$ cat config.mk
export PLATFORM = sky130hd
export DESIGN_NAME = tmr_vote_monitor
export DESIGN_NICKNAME = d
export VERILOG_FILES = /design/src/rtl/tmr_vote_monitor.sv
export SDC_FILE = /design/constraint.sdc
export NUM_CORES = 1
export LEC_CHECK = 0
export BUFFER_PORTS_ARGS = -buffer_cell sky130_fd_sc_hd__clkbuf_2
export CAP_MARGIN = 5
export CORE_MARGIN = 2
export CORE_UTILIZATION = 56
export CTS_CLUSTER_SIZE = 20
export DETAILED_ROUTE_END_ITERATION = 16
export PLACE_DENSITY = 0.82
export SLEW_MARGIN = 20
export SYNTH_ARGS = -nofsm -noshare
export SYNTH_HDL_FRONTEND = slang
export SYNTH_SLANG_ARGS = --single-unit
export TNS_END_PERCENT = 50
$ cat constraint.sdc
create_clock -name clk -period 2.5 [get_ports clk]
set_input_delay 0.375 -clock clk [delete_from_list [all_inputs] [get_ports clk]]
set_output_delay 0.375 -clock clk [all_outputs]
set_load 0.05 [all_outputs]
$ cat src/rtl/tmr_vote_monitor.sv
// Majority voter and health monitor for a triplicated register: votes the three
// replica words, counts disagreements, flags persistent faults and drives a scrub handshake.
module tmr_vote_monitor #(
  parameter int WIDTH   = 4,
  parameter int PERSIST = 3,
  parameter int CNT_W   = 8
) (
  input  logic             clk,
  input  logic             rst,
  input  logic             enable,
  input  logic [WIDTH-1:0] rep_a_data,
  input  logic [WIDTH-1:0] rep_b_data,
  input  logic [WIDTH-1:0] rep_c_data,
  input  logic             clr_counts,
  input  logic             scrub_ack,
  output logic [WIDTH-1:0] voted_out,
  output logic [2:0]       mismatch,
  output logic             uncorrectable,
  output logic [CNT_W-1:0] err_count_a,
  output logic [CNT_W-1:0] err_count_b,
  output logic [CNT_W-1:0] err_count_c,
  output logic [2:0]       faulty,
  output logic             scrub_req,
  output logic [2:0]       scrub_sel
);

  localparam logic [3:0]       PERSIST_L  = 4'(PERSIST);
  localparam logic [3:0]       PERSIST_M1 = 4'(PERSIST - 1);
  localparam logic [CNT_W-1:0] CNT_MAX    = '1;
  localparam logic [CNT_W-1:0] CNT_ONE    = CNT_W'(1);

  typedef enum logic [1:0] {
    ST_IDLE = 2'd0,
    ST_REQ  = 2'd1,
    ST_DONE = 2'd2
  } state_t;

  function automatic logic [CNT_W-1:0] sat_inc_err(input logic [CNT_W-1:0] v);
    return (v == CNT_MAX) ? v : v + CNT_ONE;
  endfunction

  // Run-length counter stops at PERSIST so a long fault never wraps it.
  function automatic logic [3:0] sat_inc_run(input logic [3:0] v);
    return (v >= PERSIST_L) ? v : v + 4'd1;
  endfunction

  logic [WIDTH-1:0] w_rep [3];
  logic [WIDTH-1:0] w_maj;
  logic [2:0]       w_mis_now;
  logic             w_uncorr_now;
  logic [CNT_W-1:0] w_err [3];
  logic [2:0]       w_faulty;
  logic [2:0]       w_lowest;
  logic [2:0]       w_scrub_clr;
  logic             w_scrub_req;
  state_t           w_state_nxt;
  logic [2:0]       w_sel_nxt;

  logic [WIDTH-1:0] r_voted_p1;
  logic [2:0]       r_mis_p1;
  logic             r_uncorr_p1;
  state_t           r_state;
  logic [2:0]       r_sel;

  assign w_rep[0] = rep_a_data;
  assign w_rep[1] = rep_b_data;
  assign w_rep[2] = rep_c_data;

  assign w_maj = (rep_a_data & rep_b_data) | (rep_a_data & rep_c_data) |
                 (rep_b_data & rep_c_data);

  assign w_mis_now[0] = (rep_a_data != w_maj);
  assign w_mis_now[1] = (rep_b_data != w_maj);
  assign w_mis_now[2] = (rep_c_data != w_maj);

  assign w_uncorr_now = (rep_a_data != rep_b_data) && (rep_b_data != rep_c_data) &&
                        (rep_a_data != rep_c_data);

  // ---- stage p1: registered vote and disagreement flags
  always_ff @(posedge clk or negedge rst) begin
    if (!rst) begin
      r_voted_p1  <= '0;
      r_mis_p1    <= 3'b000;
      r_uncorr_p1 <= 1'b0;
    end else begin
      if (enable) begin
        r_voted_p1  <= w_maj;
        r_uncorr_p1 <= w_uncorr_now;
      end
      r_mis_p1 <= enable ? w_mis_now : 3'b000;
    end
  end

  for (genvar g = 0; g < 3; g++) begin : g_rep
    logic [CNT_W-1:0] r_err;
    logic [3:0]       r_run;
    logic             r_flt;

    always_ff @(posedge clk or negedge rst) begin
      if (!rst) begin
        r_err <= '0;
      end else if (clr_counts) begin
        r_err <= '0;
      end else if (enable && w_mis_now[g]) begin
        r_err <= sat_inc_err(r_err);
      end
    end

    // A finished scrub wipes the run history of the reloaded replica.
    always_ff @(posedge clk or negedge rst) begin
      if (!rst) begin
        r_run <= 4'd0;
        r_flt <= 1'b0;
      end else if (clr_counts || w_scrub_clr[g]) begin
        r_run <= 4'd0;
        r_flt <= 1'b0;
      end else if (enable) begin
        if (w_mis_now[g]) begin
          r_run <= sat_inc_run(r_run);
          if (r_run >= PERSIST_M1) begin
            r_flt <= 1'b1;
          end
        end else begin
          r_run <= 4'd0;
        end
      end
    end

    assign w_err[g]    = r_err;
    assign w_faulty[g] = r_flt;
  end

  // Isolate the lowest set fault bit so replicas are serviced A, B, C in turn.
  assign w_lowest = w_faulty & (~w_faulty + 3'd1);

  always_ff @(posedge clk or negedge rst) begin
    if (!rst) begin
      r_state <= ST_IDLE;
      r_sel   <= 3'b000;
    end else begin
      r_state <= w_state_nxt;
      r_sel   <= w_sel_nxt;
    end
  end

  always_comb begin
    w_state_nxt = r_state;
    w_sel_nxt   = r_sel;
    w_scrub_clr = 3'b000;
    w_scrub_req = 1'b0;
    case (r_state)
      ST_IDLE: begin
        if ((w_faulty != 3'b000) && !r_uncorr_p1) begin
          w_state_nxt = ST_REQ;
          w_sel_nxt   = w_lowest;
        end
      end
      ST_REQ: begin
        w_scrub_req = 1'b1;
        if (scrub_ack) begin
          w_state_nxt = ST_DONE;
        end
      end
      ST_DONE: begin
        w_scrub_clr = r_sel;
        w_state_nxt = ST_IDLE;
        w_sel_nxt   = 3'b000;
      end
      default: begin
        w_state_nxt = ST_IDLE;
        w_sel_nxt   = 3'b000;
      end
    endcase
  end

  assign voted_out     = r_voted_p1;
  assign mismatch      = r_mis_p1;
  assign uncorrectable = r_uncorr_p1;
  assign err_count_a   = w_err[0];
  assign err_count_b   = w_err[1];
  assign err_count_c   = w_err[2];
  assign faulty        = w_faulty;
  assign scrub_req     = w_scrub_req;
  assign scrub_sel     = r_sel;

endmodule

==> key figures <==
Critical path
  • Reg2Reg Launch Point: err_count_a[0]
  • Worst path arrival time: around 2.3 ns
  • FF-to-FF path depth: 6
  • Worst setup EP type: register
  • Worst setup path end: err_count_c[4]
  • Crit path max fanout: 4
  • Worst path max stage delay: 0.66 ns
  • Setup crit start kind: input pin
  • R2r endpoint: err_count_a[3]
  • Data required, critical path: 2.69 ns
  • Kind of critical path: in2reg
  • R2R setup slack: 0.53 ns
  • Max stage delay cell, worst path: or4_1
  • Crit-path cells: clkbuf_2 > ha_1 > nor3_4 > xnor2_1 > or4_1 > nand4_1 > mux2_1
  • CP Launch Point: rep_a_data[3]

Synthesis
  • FFs w/ async S/R, synth: 1.00
  • EDFF count, synth: 0
  • Syn_nets: 347
  • Synth cell types: 50
  • Synth warn: 0
  • Flops & latches, synth: 52
  • Top_reg_cell synth: dfrtp_1
  • Mean Syn Cell Area: 9.97 sq um
  • Sequential area share after synthesis: 0.422
  • Cells after synthesis: 309
  • Syn Std Cell Area: roughly 3100 sq um

Final layout
  • Inserted Diodes: 0
  • Post-Layout Cell Count: about 440
  • FILL cells: ~430
  • Layout cells sized above 1: 0.240
  • Final Core Density: 0.659
  • Layout area overhead: 15.6%
  • Post-layout nets: 408
  • Design area: 3560 sq um

Placed design
  • Placed cell count: 435
  • GPL Wtd Cong: between 0.8 and 0.9
  • Post-place instance area: 3470 sq um
  • Buffers on Ports: between 50 and 60
  • DP Worst Slack: 0.0605 ns
  • HPWL Detailed: 4910 um

Timing
  • Final setup margin: just under 0.4 ns
  • Min Clock Period, post-route: 2.11 ns
  • Setup violators final: 0
  • Final Cycle Share: 0.845
  • Max frequency: 473 MHz
  • Setup TNS: 0 ns
  • Final hold slack: 0.102 ns
  • Skew final: 0.00415 ns
  • Final hold vios: 0
  • Max Slew Vio Count: 0
  • Slew margin rel.: 0.525
  • RSZ-0062 raised after global routing: no
  • Worst-margin pin slew: 0.713 ns

Clocking
  • Number of setup buffers added after CTS: 0
  • Cts hold-fix bufs: 0
  • CTS Buf Count: 5
  • TritonCTS clock tree: built
  • Root buf cell: clkbuf_8
  • Post-CTS sizing: 0
  • Clock-pin slew on the worst setup and hold paths: 0.09 ns
  • Clk sinks: between 50 and 60
  • Worst-Skew Late Latency: 0.30 ns
  • H-tree depth: 2
  • Max Buffers Root-to-Sink: 2

Global routing
  • Global-route wire length before repair: about 11000 um
  • Antenna violations before repair: 0
  • Number of global-route vias before repair: 2340
  • Largest net degree at the start of global routing: 30
  • Gr ovfl total: 0
  • Gr usage total: 0.227

Power
  • Power Density: between 500 and 600 nW/um^2
  • Max VDD drop: approximately 620 uV
  • Leakage: roughly 1.7 nW
  • Overall power: around 2.1 mW

Floorplan
  • Die Wd: 78.2 um
  • Core footprint: ~5400 sq um
  • Die ar.: 6110 sq um
  • Ports: 56
  • DIE HEIGHT: 78.2 um
  • Initial Util: 0.570
  • Num rows: 27

Drt
  • Number of iterations in the first detailed-routing pass: 4
  • DRC Markers: 0
  • ANT nets after route: 0
  • Via density: 5.74
  • Wire per inst: 14.7 um
  • Routed WL: 6520 um
  • Vias: 2543
  • Initial DRC count: 191

Worst hold path
  • Hold crit path type: in2async

Job
  • Total of max-cap violations: 0

Outcome
  • Outcome: completed
layer usage:
layer,vias to the layer above,routed length [um],part of all wire,global-route usage
met3,7,320,0.049,0.0356
met1,1234,3110,0.48,0.327
li1,1237,-,-,-
met5,-,0,0,0
met2,65,3020,0.46,0.360
met4,0,65,0.010,0.0579
power breakdown:
| group | internal, mW | switching, mW |
|---|---|---|
| sequential | 0.906 | 0.0712 |
| clock | 0.222 | 0.278 |
| combinational | 0.173 | 0.414 |
synthesized netlist by cell type, types with 4 or more instances:
master	count	share of area
or3_1	7	0.014
o21a_1	4	0.0097
xnor2_1	12	0.034
nor4_1	8	0.016
nand2_1	22	0.027
clkbuf_1	7	0.0085
nor3_1	8	0.013
mux2_1	10	0.037
nor3_4	4	0.021
a21oi_1	25	0.041
nor2b_1	12	0.024
and2_1	9	0.018
nand3_1	11	0.018
ha_1	21	0.085
or4_1	7	0.017
and3_1	5	0.010
nor2_1	25	0.030
o31ai_1	8	0.019
dfrtp_1	52	0.42
inv_1	8	0.0097
how the worst min path moves through the flow:
stage / from / endpoint / slack (ns) / depth (start not counted)
3_5_place_dp: rst / err_count_c[2] / 0.46 / 1
2_1_floorplan: rst / err_count_a[0] / 0.08 / 0
5_1_grt: rst / err_count_b[7] / 0.15 / 1
4_1_cts: rst / err_count_b[7] / 0.12 / 1
3_3_place_gp: rst / err_count_c[2] / 0.46 / 1
6_report: rst / err_count_c[2] / 0.10 / 1
kinds of logic after synthesis:
logic type / after synthesis / share of synthesized area
AND/OR/NAND/NOR: 135 / 0.254
AO/OA/AOI/OAI: 57 / 0.133
flip-flops: 52 / 0.422
adder cells (fa/ha/maj): 21 / 0.0853
buffers and inverters: 20 / 0.0284
XOR/XNOR: 12 / 0.0341
multiplexers: 12 / 0.0430
final cells by class:
class                      count  area, sq um  share of cell area
clock buffer                   6         82.6              0.0232
timing repair buffer          65          350              0.0984
tap                           72         90.1              0.0253
sequential                    52         1300               0.365
multi-input combinational    237         1690               0.475
inverter                       9         33.8             0.00949
clock inverter                 2         10.0             0.00281
critical path: cells and delay by family:
family | cells | cell delay (ns)
xor+xnor | 1 | 0.17
fa+ha+maj | 1 | 0.23
buf+inv | 1 | 0.11
mux | 1 | 0.33
simple gates | 3 | 1.08
cells in the final DEF, fill, tap and decap left out, drive strengths merged, types with 8 or more instances in the layout:
master	n
nand3	11
mux2	10
nor2	25
xnor2	12
ha	21
buf	10
nor4	10
dfrtp	52
and2	9
clkbuf	61
inv	9
nand2	22
nor3	12
a21oi	25
o31ai	8
nor2b	12
sequential cells by signal, summed over array words and instances (netlist names):
signal	cells
r_state	2
mismatch	3
scrub_sel	3
err_count_a	8
uncorrectable	1
g_rep.r_run	12
g_rep.r_flt	3
err_count_b	8
voted_out	4
err_count_c	8
No activity file was read; power rests on OpenSTA's default activity.
